$ cat src/rtl/bitmask_scanner.sv
// ---------------------------------------------------------------------------
// bitmask_scanner
//
// Purpose:
//   Sparse-bit scanner feeding the bit-serial PE lanes. One 16-bit mask is
//   accepted per valid/ready transaction. The block then emits one beat per
//   set bit, MSB first, and clears each bit as its beat is consumed. Each beat
//   carries the bit index (15 minus bit position) and an ordinal within the
//   word. An all-zero mask produces a single filler beat flagged empty.
//
// Ports:
//   clk        - clock, all state updates on rising edge
//   reset      - synchronous, active-high reset
//   in_valid   - upstream mask available
//   in_ready   - block can accept a mask this cycle
//   in_mask    - 16-bit mask to scan, bit 15 highest priority
//   in_tag     - opaque sideband returned on every beat of that mask
//   out_valid  - beat available
//   out_ready  - downstream accepts beat
//   out_idx    - leading-one index, encoded 15 minus bit position
//   out_seq    - ordinal of this beat within the current mask
//   out_last   - final beat of the current mask
//   out_empty  - current mask was zero, beat carries no set bit
//   out_tag    - tag of the current mask
// ---------------------------------------------------------------------------

// 16-to-4 priority encoder: index of the highest set bit, encoded as
// 15 minus its position, so bit 15 maps to 0 and bit 0 maps to 15.
// An all-zero input encodes as 0.
module pencoder_16to4 (
   input  logic [15:0] data_i,
   output logic [3:0]  idx_o
);

   // Scan from the low end so the highest set bit is the last writer.
   always_comb begin
      idx_o = 4'd0;
      for (int i = 0; i < 16; i++) begin
         if (data_i[i]) begin
            idx_o = 4'(15 - i);
         end
      end
   end

endmodule

module bitmask_scanner #(
   parameter int TAG_WIDTH = 8
) (
   input  logic                 clk,
   input  logic                 reset,
   input  logic                 in_valid,
   output logic                 in_ready,
   input  logic [15:0]          in_mask,
   input  logic [TAG_WIDTH-1:0] in_tag,
   output logic                 out_valid,
   input  logic                 out_ready,
   output logic [3:0]           out_idx,
   output logic [3:0]           out_seq,
   output logic                 out_last,
   output logic                 out_empty,
   output logic [TAG_WIDTH-1:0] out_tag
);

   typedef enum logic {
      IDLE = 1'b0,
      SCAN = 1'b1
   } state_t;

   state_t                 state_q, state_d;
   logic [15:0]            mask_q, mask_d;
   logic [TAG_WIDTH-1:0]   tag_q, tag_d;
   logic [3:0]             seq_q, seq_d;
   logic                   empty_q, empty_d;

   logic [3:0]             leadIdx;
   logic                   singleBit;
   logic                   isLast;
   logic                   beatFire;
   logic                   acceptFire;

   pencoder_16to4 u_pencoder (
      .data_i (mask_q),
      .idx_o  (leadIdx)
   );

   // A mask with at most one bit set is on its final beat; clearing the
   // lowest set bit leaves zero exactly in that case. The empty flag covers
   // the zero-mask case explicitly.
   always_comb begin
      singleBit = ((mask_q & (mask_q - 16'd1)) == 16'd0);
      isLast    = empty_q || singleBit;
   end

   // Output decode: beat fields are only meaningful in SCAN and are forced
   // to zero in IDLE so downstream sees a clean bus between words.
   // in_ready opens on the last-beat handshake so back-to-back masks
   // stream without a bubble cycle.
   always_comb begin
      out_valid = 1'b0;
      out_idx   = 4'd0;
      out_seq   = 4'd0;
      out_last  = 1'b0;
      out_empty = 1'b0;
      out_tag   = '0;
      if (state_q == SCAN) begin
         out_valid = 1'b1;
         out_idx   = leadIdx;
         out_seq   = seq_q;
         out_last  = isLast;
         out_empty = empty_q;
         out_tag   = tag_q;
      end
      beatFire   = out_valid && out_ready;
      in_ready   = !reset && ((state_q == IDLE) || (beatFire && isLast));
      acceptFire = in_valid && in_ready;
   end

   // Next-state logic. A new mask can only arrive in IDLE or on the last
   // beat of the previous one, so loading takes priority over the beat
   // update. A non-last beat clears the bit it reported and bumps the
   // ordinal; a last beat without a following mask drops back to IDLE.
   // With no handshake on either side every register simply holds.
   always_comb begin
      state_d = state_q;
      mask_d  = mask_q;
      tag_d   = tag_q;
      seq_d   = seq_q;
      empty_d = empty_q;
      if (acceptFire) begin
         state_d = SCAN;
         mask_d  = in_mask;
         tag_d   = in_tag;
         seq_d   = 4'd0;
         empty_d = (in_mask == 16'd0);
      end else if ((state_q == SCAN) && beatFire) begin
         if (isLast) begin
            state_d = IDLE;
         end else begin
            mask_d[4'd15 - leadIdx] = 1'b0;
            seq_d                   = seq_q + 4'd1;
         end
      end
   end

   // State register; reset discards any partially scanned mask.
   always_ff @(posedge clk) begin
      if (reset) begin
         state_q <= IDLE;
         mask_q  <= 16'd0;
         tag_q   <= '0;
         seq_q   <= 4'd0;
         empty_q <= 1'b0;
      end else begin
         state_q <= state_d;
         mask_q  <= mask_d;
         tag_q   <= tag_d;
         seq_q   <= seq_d;
         empty_q <= empty_d;
      end
   end

endmodule

$ cat config.mk
export PLATFORM = sky130hd
export DESIGN_NAME = bitmask_scanner
export DESIGN_NICKNAME = d
export VERILOG_FILES = /design/src/rtl/bitmask_scanner.sv
export SDC_FILE = /design/constraint.sdc
export NUM_CORES = 1
export LEC_CHECK = 0
export CAP_MARGIN = 30
export CORE_ASPECT_RATIO = 1.25
export CORE_MARGIN = 4
export CORE_UTILIZATION = 53
export CTS_CLUSTER_DIAMETER = 40
export DETAILED_ROUTE_END_ITERATION = 16
export PLACE_DENSITY = 0.92
export RECOVER_POWER = 50
export SLEW_MARGIN = 20
export SYNTH_ARGS = -nofsm -noshare
export SYNTH_HDL_FRONTEND = slang
export SYNTH_HIERARCHICAL = 1
export SYNTH_SLANG_ARGS = --single-unit
$ cat constraint.sdc
create_clock -name clk -period 5.8 [get_ports clk]
set_clock_uncertainty 0.2 [all_clocks]
set_input_delay 1.16 -clock clk [delete_from_list [all_inputs] [get_ports clk]]
set_output_delay 1.16 -clock clk [all_outputs]
set_load 0.02 [all_outputs]
==> results_tabular.tex, run 1 <==
\begin{tabular}{lr}
\hline
Metric & Value \\
\hline
\multicolumn{2}{l}{\textbf{Outcome}} \\
\quad Status & finished clean \\
\multicolumn{2}{l}{\textbf{Drt}} \\
\quad Average wire per standard cell & 17.45 um \\
\quad First DRT Iteration DRCs & 168 \\
\quad Count of vias placed by the detailed router & approximately 2.3k \\
\quad Detailed Routing Iterations Pass 1 & 4 \\
\quad DRC & 0 \\
\quad Residual antenna-violating net count after detailed routing & 0 \\
\quad Vias per inst & 6.784 \\
\quad Aggregate routed wire length & 5986 um \\
\multicolumn{2}{l}{\textbf{Setup path}} \\
\quad Slowest cell on the critical path & sky130\_fd\_sc\_hd\_\_clkdlybuf4s50\_1 \\
\quad Top Family by Delay on Critical Path & simple AND/OR/NAND/NOR gates \\
\quad Required time of the critical path & 4.44 ns \\
\quad Sum of buffers and inverters on the critical path & 2 \\
\quad Worst endpoint data arrival time & approximately 3.0 ns \\
\quad Largest stage delay on the critical path & around 0.63 ns \\
\quad Cells on worst reg2reg path & 5 \\
\quad Startpoint Class & flop \\
\quad Reg2Reg Capture Point & seq\_q[1]\$\_SDFFE\_PP0P\_ \\
\quad WS Path Type & flop to output pin \\
\quad Critical path endpoint category & output pin \\
\quad CP cell instances & nor3\_1 -> and4\_1 -> a21boi\_0 -> nor4\_2 -> buf\_4 -> o21ai\_0 -> a21oi\_1 -> clkdlybuf4s50\_1 \\
\quad Origin of the critical flop-to-flop path & state\_q\$\_SDFFE\_PP0P\_ \\
\quad Slack of the worst reg-to-reg path & $\sim$2.4 ns \\
\quad Crit Path Max Fanout & 21 \\
\multicolumn{2}{l}{\textbf{Timing}} \\
\quad Total negative slack & 0 ns \\
\quad Final hold violation count & 0 \\
\quad Final Slew Violations & 0 \\
\quad Slew at the pin closest to its max-slew limit & 0.9851 ns \\
\quad Final critical-path required period & 4.386 ns \\
\quad Post-route clock period utilization & 75.63\% \\
\quad Upper clock frequency limit & between 200 and 250 MHz \\
\quad Worst hold slack & between 0.2 and 0.3 ns \\
\quad Max-Slew Margin vs Limit & 34.33\% \\
\quad RSZ-0062 raised after global routing & no \\
\quad Final Setup Violations & 0 \\
\multicolumn{2}{l}{\textbf{CTS}} \\
\quad Clock tree from TritonCTS & done \\
\quad Hold buffer count at cts & 0 \\
\quad Root Buffer Master & sky130\_fd\_sc\_hd\_\_clkbuf\_8 \\
\quad Total clock buffers created by CTS & 5 \\
\quad Clock-pin slew on the worst setup and hold paths & 0.06 ns \\
\quad Count of H-tree levels built during CTS & 2 \\
\quad Total number of clock tree sinks & 30 \\
\quad Post CTS Setup Buffer Count & 0 \\
\quad Clock latency on the worst-skew pair & 0.28 ns \\
\quad Clock buffer depth & 2 \\
\quad Count of instances resized after the clock tree is built & 0 \\
\multicolumn{2}{l}{\textbf{Die}} \\
\quad Starting density of the core & 55.69\% \\
\quad Floorplan core area & 3543 um\^{}2 \\
\quad Core Rows & 24 \\
\quad Height of the die & 76.22 um \\
\quad Num ports & 48 \\
\quad Die outline area & 4769 um\^{}2 \\
\quad Horizontal extent of the die & 62.58 um \\
\multicolumn{2}{l}{\textbf{Synth}} \\
\quad Combined area of all synthesized cells & 1973 um\^{}2 \\
\quad Top area cells in the synthesized netlist & sky130\_fd\_sc\_hd\_\_dfxtp\_1 30\%, sky130\_fd\_sc\_hd\_\_nand3\_1 9.6\%, sky130\_fd\_sc\_hd\_\_a21oi\_1 8.1\% \\
\quad Number of synthesized register bits & 30 \\
\quad Most repeated cell in the gate-level netlist after synthesis & sky130\_fd\_sc\_hd\_\_nand3\_1 \\
\quad Number of enable-type register cells in the synthesized netlist & 0 \\
\quad Asr flop ratio synth & 0\% \\
\quad Cells after synthesis & approximately 260 \\
\quad Area share of the largest cell type after synthesis & 30.44\% \\
\quad Flip-flop cell with the highest count after synthesis & sky130\_fd\_sc\_hd\_\_dfxtp\_1 \\
\quad Register area share after synthesis & a little under a third \\
\quad Biggest area consumer among synthesized cells & sky130\_fd\_sc\_hd\_\_dfxtp\_1 \\
\quad Syn\_nets & 292 \\
\quad Commonest cells in the netlist & 38 x sky130\_fd\_sc\_hd\_\_nand3\_1, 32 x sky130\_fd\_sc\_hd\_\_a21oi\_1, 30 x sky130\_fd\_sc\_hd\_\_dfxtp\_1, 18 x sky130\_fd\_sc\_hd\_\_nor2\_1, 17 x sky130\_fd\_sc\_hd\_\_and2\_1 \\
\quad Post-synthesis average cell area & 7.502 um\^{}2 \\
\quad Distinct cell type count after synthesis & 47 \\
\quad Number of warnings printed during yosys synthesis & 6 \\
\multicolumn{2}{l}{\textbf{Global routing}} \\
\quad Maximum number of pins on one net before global-route repair & 27 \\
\quad Overflow after GRT & 0 \\
\quad Number of antenna violations at the first check in global routing & 0 \\
\quad Total routing usage reported by global routing & approximately a quarter \\
\quad Global-route wire length before repair & 9818 um \\
\quad Via count of the first global-routing pass & approximately 2.1k \\
\multicolumn{2}{l}{\textbf{Layout}} \\
\quad Number of nets in the finished design & roughly 330 \\
\quad Antenna Diode Count & 0 \\
\quad Area occupied by multi-input gates & 1260 um\^{}2 \\
\quad Final-layout fill cell count & 266 \\
\quad Share of cells above drive strength 1 & 6.908\% \\
\quad Utilization after layout & 71.75\% \\
\quad Area added between synthesis and finish & 28.85\% \\
\quad Register cell area after layout & 600.6 um\^{}2 \\
\multicolumn{2}{l}{\textbf{Power and ir drop}} \\
\quad Sum of internal, switching and leakage power & slightly below 0.0007 W \\
\quad Pwr dens & roughly 270 nW/um\^{}2 \\
\quad Maximum vdd drop & between 200 and 250 uV \\
\quad Leakage power & 0.8584 nW \\
\multicolumn{2}{l}{\textbf{Place}} \\
\quad Final RePlAce weighted congestion & about 0.93 \\
\quad Detail Placement HPWL & 4131 um \\
\quad Number of buffers added on ports & 47 \\
\multicolumn{2}{l}{\textbf{Hold path}} \\
\quad Hold Path Sink & tag\_q[4]\$\_SDFFE\_PP0P\_ \\
\quad Origin of the worst min-delay path & tag\_q[4]\$\_SDFFE\_PP0P\_ \\
\quad Number of cells on the worst hold path & 2 \\
\quad Worst min-delay path class & flop to flop \\
\multicolumn{2}{l}{\textbf{Flow run}} \\
\quad Max Cap Violations & 0 \\
\hline
\end{tabular}
-- cell type report --
class	instances	area share (%)
Multi-Input combinational cell	206	49.56
Sequential cell	30	23.62
Timing Repair Buffer	53	20.28
Clock buffer	7	3.396
Tap cell	39	1.919
Inverter	7	1.033
Clock inverter	1	0.1969
-- per-stage QoR --
stage                     instances  area [um^2]  setup WS (ns)
after floorplan                 263         1973          2.257
after global placement          335         2461          1.712
after detailed placement        335         2461          1.749
after CTS                       343         2552          1.529
after global routing            343         2542          1.167
final                           343         2542          1.414
-- worst reg2reg max path: cells and delay by family (launching register included) --
| family | cells | cell delay (ns) |
|---|---|---|
| compound gates | 3 | 1.58 |
| flops | 1 | 0.74 |
| simple gates | 1 | 0.57 |
| buf+inv | 1 | 0.19 |
-- logic make-up (layout without fill, tap and decap cells) --
logic type      after synthesis  after routing  share of synthesized area (%)
compound gates               85             85                          28.98
flops                        30             30                          30.44
simple gates                119            119                          33.35
buf+inv                      27             68                          6.087
fa+ha+maj                     2              2                          1.141
-- cells in the final DEF, fill, tap and decap left out, drive strengths merged, types with 2 or more instances in the layout --
cell type      count
a21oi             33
and2              18
nand2b             2
buf                6
nand3             38
o41ai              3
nand4              8
o311ai             2
nor3b              2
o221ai            14
nor3               9
clkdlybuf4s50     47
inv                7
nand2              6
or3                3
or4                2
a211oi             2
o31ai              2
nor2b              2
o21ai             17
a31oi              3
clkbuf             7
a2111oi            2
dfxtp             30
nor4               8
nor2              19
-- flip-flops by register name (all words and copies together), names as in the netlist --
signal and cells:
empty_q 1, mask_q 16, seq_q 4, state_q 1, tag_q 8
-- metal layers --
metal  global-route usage [%]  share of wire (%)  vias up
li1                         -                  -     1085
met1                    30.35                 39     1085
met2                    41.73                 49      134
met3                    6.342                8.9       23
met4                    11.70                2.9        0
met5                        0                  0        -
-- worst max-delay path by stage --
stage / to / slack [ns] / startpoint / depth (start not counted)
after floorplan: in_ready / 2.26 / out_ready / 4
after CTS: in_ready / 1.53 / mask_q[1]$_SDFFE_PP0P_ / 8
after detailed placement: in_ready / 1.75 / out_ready / 5
final: in_ready / 1.41 / mask_q[0]$_SDFFE_PP0P_ / 8
after global placement: in_ready / 1.71 / out_ready / 5
after global routing: in_ready / 1.17 / mask_q[0]$_SDFFE_PP0P_ / 8
-- report_power, final --
part	internal, W	switching [W]	leakage, nW
Sequential	0.000222	0.0000278	0.246
Combinational	0.000103	0.000162	0.564
Clock	0.0000955	0.0000777	0.0482
Total	0.000421	0.000267	0.858
Note: power is estimated with default switching activity, not from simulation.
==> run 2: changes to the inputs <==
- CORE_UTILIZATION: 53 -> 50
- PLACE_DENSITY: 0.92 -> 0.88
- clock period: 5.8 -> 4.3 ns (I/O delays scaled with it)
==> results_tabular.tex, run 2 (same netlist as run 1, synthesis figures left out) <==
\begin{tabular}{lr}
\hline
Metric & Value \\
\hline
\multicolumn{2}{l}{\textbf{Outcome}} \\
\quad Status & finished clean \\
\multicolumn{2}{l}{\textbf{Drt}} \\
\quad Aggregate routed wire length & 5810 um \\
\quad Vias per inst & 6.328 \\
\quad First DRT Iteration DRCs & 110 \\
\quad Count of vias placed by the detailed router & roughly 2.3k \\
\quad DRC & 0 \\
\quad Total routed wire length on the met1 layer & 2364 um \\
\quad Met3 wire length & 509 um \\
\quad Detailed-routed wire length on met2 & about 2800 um \\
\quad Average wire per standard cell & 16.14 um \\
\quad Residual antenna-violating net count after detailed routing & 0 \\
\quad Detailed Routing Iterations Pass 1 & 5 \\
\quad Top metal layer carrying routed signals & met4 \\
\multicolumn{2}{l}{\textbf{Setup path}} \\
\quad Critical path endpoint category & output pin \\
\quad Reg2Reg Capture Point & seq\_q[0]\$\_SDFFE\_PP0P\_ \\
\quad Origin of the critical flop-to-flop path & mask\_q[1]\$\_SDFFE\_PP0P\_ \\
\quad Worst endpoint data arrival time & 2.94 ns \\
\quad Crit Path Max Fanout & 21 \\
\quad Cells on worst reg2reg path & 6 \\
\quad Slack of the worst reg-to-reg path & 1.59 ns \\
\quad WS Path Type & flop to output pin \\
\quad Startpoint Class & flop \\
\quad Required time of the critical path & 3.24 ns \\
\multicolumn{2}{l}{\textbf{CTS}} \\
\quad Clock-pin slew on the worst setup and hold paths & approximately 0.06 ns \\
\quad Hold buffer count at cts & 0 \\
\quad Total number of clock tree sinks & 30 \\
\quad Clock tree from TritonCTS & done \\
\quad Post CTS Setup Buffer Count & 0 \\
\quad Clock latency on the worst-skew pair & 0.28 ns \\
\quad Root Buffer Master & sky130\_fd\_sc\_hd\_\_clkbuf\_8 \\
\quad Count of instances resized after the clock tree is built & 0 \\
\quad Total clock buffers created by CTS & 5 \\
\quad Clock buffer depth & 2 \\
\quad Count of H-tree levels built during CTS & 2 \\
\multicolumn{2}{l}{\textbf{Timing}} \\
\quad Worst hold slack & 0.2763 ns \\
\quad Final Slew Violations & 0 \\
\quad Worst Slack Setup Final & 0.2973 ns \\
\quad RSZ-0062 raised after global routing & no \\
\quad Max-Slew Margin vs Limit & 29.52\% \\
\quad Final hold violation count & 0 \\
\quad Upper clock frequency limit & between 200 and 250 MHz \\
\quad Final Setup Violations & 0 \\
\quad Post-route clock period utilization & 93.09\% \\
\quad Slew at the pin closest to its max-slew limit & between 1 and 1.5 ns \\
\quad Total negative slack & 0 ns \\
\quad Final critical-path required period & 4.003 ns \\
\multicolumn{2}{l}{\textbf{Flow run}} \\
\quad Max Cap Violations & 0 \\
\multicolumn{2}{l}{\textbf{Place}} \\
\quad Detail Placement HPWL & 4114 um \\
\quad Worst slack at placement & around 0.6 ns \\
\quad Final RePlAce weighted congestion & 0.8883 \\
\quad Number of buffers added on ports & 47 \\
\multicolumn{2}{l}{\textbf{Global routing}} \\
\quad Via count of the first global-routing pass & 2095 \\
\quad Total routing usage reported by global routing & 23.50\% \\
\quad Global-route wire length before repair & $\sim$9500 um \\
\quad Maximum number of pins on one net before global-route repair & 30 \\
\quad Overflow after GRT & 0 \\
\quad Number of antenna violations at the first check in global routing & 0 \\
\multicolumn{2}{l}{\textbf{Layout}} \\
\quad Commonest cells after routing, fill and taps aside & 46 x sky130\_fd\_sc\_hd\_\_clkdlybuf4s50\_1, 38 x sky130\_fd\_sc\_hd\_\_nand3\_1, 32 x sky130\_fd\_sc\_hd\_\_a21oi\_1, 30 x sky130\_fd\_sc\_hd\_\_dfxtp\_1, 18 x sky130\_fd\_sc\_hd\_\_nor2\_1 \\
\quad Antenna Diode Count & 0 \\
\quad Number of nets in the finished design & 334 \\
\quad Share of cells above drive strength 1 & between 7 and 8\% \\
\quad Most flops, register & mask\_q \\
\quad Area added between synthesis and finish & 30.69\% \\
\quad Most frequent standard cell in the layout excluding fill and tap cells & sky130\_fd\_sc\_hd\_\_clkdlybuf4s50\_1 \\
\quad Largest registers in the final layout & mask\_q (16), tag\_q (8), seq\_q (4) \\
\quad Max reg flops & 16 \\
\multicolumn{2}{l}{\textbf{Power and ir drop}} \\
\quad Relative contribution of the clock network to total power & 24.7\% \\
\quad Part of the power in registers & 36.3\% \\
\quad Pwr dens & 360.6 nW/um\^{}2 \\
\quad Fraction of power spent switching nets & between 30\% and 40\% \\
\quad Maximum vdd drop & 312.9 uV \\
\quad Combinational Power Share & 39.1\% \\
\quad P\_sw & roughly 0.00036 W \\
\quad Internal Dissipation & 0.0005744 W \\
\quad Leakage power & $\sim$0.87 nW \\
\multicolumn{2}{l}{\textbf{Die}} \\
\quad Num ports & 48 \\
\quad Horizontal extent of the die & around 64 um \\
\quad Starting density of the core & 52.13\% \\
\quad Floorplan core area & $\sim$3800 um\^{}2 \\
\quad Die outline area & 5022 um\^{}2 \\
\quad Height of the die & just under 80 um \\
\quad Core Rows & 25 \\
\multicolumn{2}{l}{\textbf{Hold path}} \\
\quad Number of cells on the worst hold path & 2 \\
\quad Worst min-delay path class & flop to flop \\
\quad Hold Path Sink & tag\_q[6]\$\_SDFFE\_PP0P\_ \\
\quad Origin of the worst min-delay path & tag\_q[6]\$\_SDFFE\_PP0P\_ \\
\hline
\end{tabular}
==> run 2: cell count changes in the layout (fill, tap and decap cells not counted), sizes merged <==
| cell | change |
|---|---|
| clkbuf | +2 |
| clkdlybuf4s50 | -1 |
| dlygate4sd3 | +1 |
==> run 2: critical path, stage by stage, from the launching register on <==
cell and delay (ns):
sky130_fd_sc_hd__dfxtp_1 0.37, sky130_fd_sc_hd__nor3_1 0.37, sky130_fd_sc_hd__and4_1 0.31, sky130_fd_sc_hd__a21boi_1 0.16, sky130_fd_sc_hd__nor4_2 0.28, sky130_fd_sc_hd__buf_4 0.28
sky130_fd_sc_hd__o21ai_0 0.12, sky130_fd_sc_hd__a21oi_1 0.16, sky130_fd_sc_hd__clkdlybuf4s50_1 0.62
==> run 2: metal layers <==
metal	track usage, %	up-vias
met2	39.30	128
met4	10.15	0
met5	0	-
met3	5.293	14
met1	28.67	1043
li1	-	1093
==> run 2: cell type report <==
type | instances | area, um^2
Fill cell | 311 | 1206
Clock inverter | 1 | 5.005
Sequential cell | 30 | 600.6
Multi-Input combinational cell | 206 | 1270
Timing Repair Buffer | 55 | 523.0
Clock buffer | 7 | 86.33
Tap cell | 54 | 67.56
Inverter | 7 | 26.28
==> run 2: stage by stage <==
stage / utilization, % / area (um^2) / power [W] / cells
finish: 68.13 / 2579 / 0.0009300 / 360
floorplan: - / 1973 / 0.0005827 / 263
global route: 68.13 / 2579 / 0.0009838 / 360
CTS: 68.33 / 2586 / 0.0009294 / 360
detailed placement: 65.92 / 2495 / 0.0006996 / 352
global placement: 65.92 / 2495 / 0.0006928 / 352
==> run 2: power by group through the flow <==
stage               Clock (W)  Combinational, W  Sequential, W
finish               0.000229          0.000363       0.000337
CTS                  0.000233          0.000361       0.000336
global placement            0          0.000352       0.000340
detailed placement          0          0.000358       0.000342
global route         0.000248          0.000395       0.000341
floorplan                   0          0.000252       0.000330
==> run 2: worst max-delay path by stage <==
stage                                 from       end  slack, ns  depth (start not counted)
global route        mask_q[1]$_SDFFE_PP0P_  in_ready       0.08                          8
floorplan           mask_q[9]$_SDFFE_PP0P_  in_ready       1.10                          7
finish              mask_q[1]$_SDFFE_PP0P_  in_ready       0.30                          8
detailed placement  mask_q[1]$_SDFFE_PP0P_  in_ready       0.61                          8
CTS                 mask_q[1]$_SDFFE_PP0P_  in_ready       0.28                          8
global placement    mask_q[0]$_SDFFE_PP0P_  in_ready       0.67                          8
==> run 3: changes to the inputs <==
- GPL_TIMING_DRIVEN: unset -> 0
- MAX_ROUTING_LAYER: unset -> met4
==> results_tabular.tex, run 3 (same netlist as run 1, synthesis figures left out) <==
\begin{tabular}{lr}
\hline
Metric & Value \\
\hline
\multicolumn{2}{l}{\textbf{Place}} \\
\quad Final RePlAce weighted congestion & 0.9919 \\
\quad Number of buffers added on ports & 45 \\
\quad Detail Placement HPWL & 4770 um \\
\quad Placed Cells & 362 \\
\multicolumn{2}{l}{\textbf{Layout}} \\
\quad Largest registers in the final layout & mask\_q (16), tag\_q (8), seq\_q (4) \\
\quad Max reg flops & 16 \\
\quad Number of nets in the finished design & approximately 340 \\
\quad Commonest cells after routing, fill and taps aside & 44 x sky130\_fd\_sc\_hd\_\_clkdlybuf4s50\_1, 38 x sky130\_fd\_sc\_hd\_\_nand3\_1, 32 x sky130\_fd\_sc\_hd\_\_a21oi\_1, 30 x sky130\_fd\_sc\_hd\_\_dfxtp\_1, 18 x sky130\_fd\_sc\_hd\_\_nor2\_1 \\
\quad Antenna Diode Count & 0 \\
\quad Most frequent standard cell in the layout excluding fill and tap cells & sky130\_fd\_sc\_hd\_\_clkdlybuf4s50\_1 \\
\quad Utilization after layout & 67.80\% \\
\quad Share of cells above drive strength 1 & 6.646\% \\
\quad Area added between synthesis and finish & 30.06\% \\
\quad Number of standard cells in the layout, taps in and fillers out & 370 \\
\quad Most flops, register & mask\_q \\
\multicolumn{2}{l}{\textbf{Timing}} \\
\quad Upper clock frequency limit & 241.5 MHz \\
\quad Final Slew Violations & 0 \\
\quad Final Setup Violations & 0 \\
\quad Total negative slack & 0 ns \\
\quad RSZ-0062 raised after global routing & no \\
\quad Final hold violation count & 0 \\
\quad Worst hold slack & between 0.2 and 0.3 ns \\
\quad Max-Slew Margin vs Limit & 57.06\% \\
\quad Slew at the pin closest to its max-slew limit & 0.6417 ns \\
\quad Post-route clock period utilization & a little over nine tenths \\
\quad Final critical-path required period & around 4.1 ns \\
\multicolumn{2}{l}{\textbf{Drt}} \\
\quad Residual antenna-violating net count after detailed routing & 0 \\
\quad Average wire per standard cell & around 17 um \\
\quad DRC & 0 \\
\quad Detailed Routing Iterations Pass 1 & 4 \\
\quad Aggregate routed wire length & 6472 um \\
\quad Vias per inst & 6.386 \\
\quad First DRT Iteration DRCs & 175 \\
\quad Count of vias placed by the detailed router & 2363 \\
\multicolumn{2}{l}{\textbf{CTS}} \\
\quad Clock-pin slew on the worst setup and hold paths & around 0.070 ns \\
\quad Hold buffer count at cts & 0 \\
\quad Clock tree from TritonCTS & done \\
\quad Total number of clock tree sinks & 30 \\
\quad Root Buffer Master & sky130\_fd\_sc\_hd\_\_clkbuf\_8 \\
\quad Clock buffer depth & 2 \\
\quad Count of instances resized after the clock tree is built & 0 \\
\quad Count of H-tree levels built during CTS & 2 \\
\quad Clock latency on the worst-skew pair & between 0.2 and 0.3 ns \\
\quad Total clock buffers created by CTS & 5 \\
\quad Post CTS Setup Buffer Count & 0 \\
\multicolumn{2}{l}{\textbf{Die}} \\
\quad Die outline area & 5022 um\^{}2 \\
\quad Starting density of the core & 52.13\% \\
\quad Height of the die & roughly 78 um \\
\quad Floorplan core area & roughly 3800 um\^{}2 \\
\quad Core Rows & 25 \\
\quad Num ports & 48 \\
\quad Horizontal extent of the die & between 60 and 70 um \\
\multicolumn{2}{l}{\textbf{Hold path}} \\
\quad Worst min-delay path class & flop to flop \\
\multicolumn{2}{l}{\textbf{Setup path}} \\
\quad WS Path Type & flop to output pin \\
\quad Required time of the critical path & 3.24 ns \\
\quad Worst endpoint data arrival time & approximately 3.1 ns \\
\quad Crit Path Max Fanout & 10 \\
\quad Startpoint Class & flop \\
\quad Critical path endpoint category & output pin \\
\multicolumn{2}{l}{\textbf{Global routing}} \\
\quad Maximum number of pins on one net before global-route repair & 11 \\
\quad Overflow after GRT & 0 \\
\quad Total routing usage reported by global routing & 26.80\% \\
\quad Via count of the first global-routing pass & 2294 \\
\quad Global-route wire length before repair & 10520 um \\
\quad Number of antenna violations at the first check in global routing & 0 \\
\multicolumn{2}{l}{\textbf{Outcome}} \\
\quad Status & finished clean \\
\multicolumn{2}{l}{\textbf{Power and ir drop}} \\
\quad Maximum vdd drop & 251.9 uV \\
\quad Leakage power & 0.8611 nW \\
\quad Pwr dens & 369.7 nW/um\^{}2 \\
\multicolumn{2}{l}{\textbf{Flow run}} \\
\quad Max Cap Violations & 0 \\
\hline
\end{tabular}
[run 3: cell types whose count changed in the layout (fill, tap and decap cells not counted), sizes merged]
cell / before / now
buf: 6 / 5
clkbuf: 9 / 22
clkdlybuf4s50: 46 / 44
[run 3: path summary, 6_finish.rpt]
path | cells past startpoint | to | from | slack, ns
worst min register to register | 2 | tag_q[5]$_SDFFE_PP0P_ | tag_q[5]$_SDFFE_PP0P_ | 0.28
worst max-delay path | 8 | in_ready | mask_q[9]$_SDFFE_PP0P_ | 0.16
worst max register to register | 8 | mask_q[11]$_SDFFE_PP0P_ | mask_q[7]$_SDFFE_PP0P_ | 1.51
worst min-delay path | 2 | tag_q[5]$_SDFFE_PP0P_ | tag_q[5]$_SDFFE_PP0P_ | 0.28
[run 3: power by group]
part,leakage [nW],switching [W],internal [W]
sequential,0.246,0.0000318,0.000300
clock,0.0482,0.000109,0.000129
combinational,0.567,0.000235,0.000144
total,0.861,0.000375,0.000573
[run 3: metrics by stage]
stage          total power [W]  worst slack (ns)  area (um^2)
2_1_floorplan        0.0005827             1.104         1973
3_3_place_gp         0.0006973            0.4855         2491
3_5_place_dp         0.0007098            0.4119         2491
4_1_cts              0.0009427           0.05793         2582
5_1_grt              0.0009922           0.01137         2566
6_report             0.0009487            0.1600         2566
[run 3: metal layers]
metal	GRT usage (%)	part of all wire [%]	up-vias
met4	12.26	2.8	0
met5	-	0	-
met1	30.45	39	1113
li1	-	-	1109
met2	45.71	50	121
met3	4.578	7.4	20
[run 3: cell type report]
class                   instances  area (um^2)
fillers                       331         1219
multi-input cells             206         1241
well taps                      54        67.56
plain buffers                  20        88.84
clock buffers                   7        86.33
flip-flops and latches         30        600.6
inverters                       7        26.28
clock inverters                 1        5.005
repair buffers                 45        450.4
[run 3: worst max-delay path: stages, from the launching register on]
cell and delay (ns):
sky130_fd_sc_hd__dfxtp_1 0.39, sky130_fd_sc_hd__or4_4 0.56, sky130_fd_sc_hd__nor2_2 0.13, sky130_fd_sc_hd__a21oi_2 0.09, sky130_fd_sc_hd__nor4_2 0.39, sky130_fd_sc_hd__clkbuf_4 0.29, sky130_fd_sc_hd__o21ai_0 0.11, sky130_fd_sc_hd__a21oi_1 0.21
sky130_fd_sc_hd__clkdlybuf4s50_1 0.63
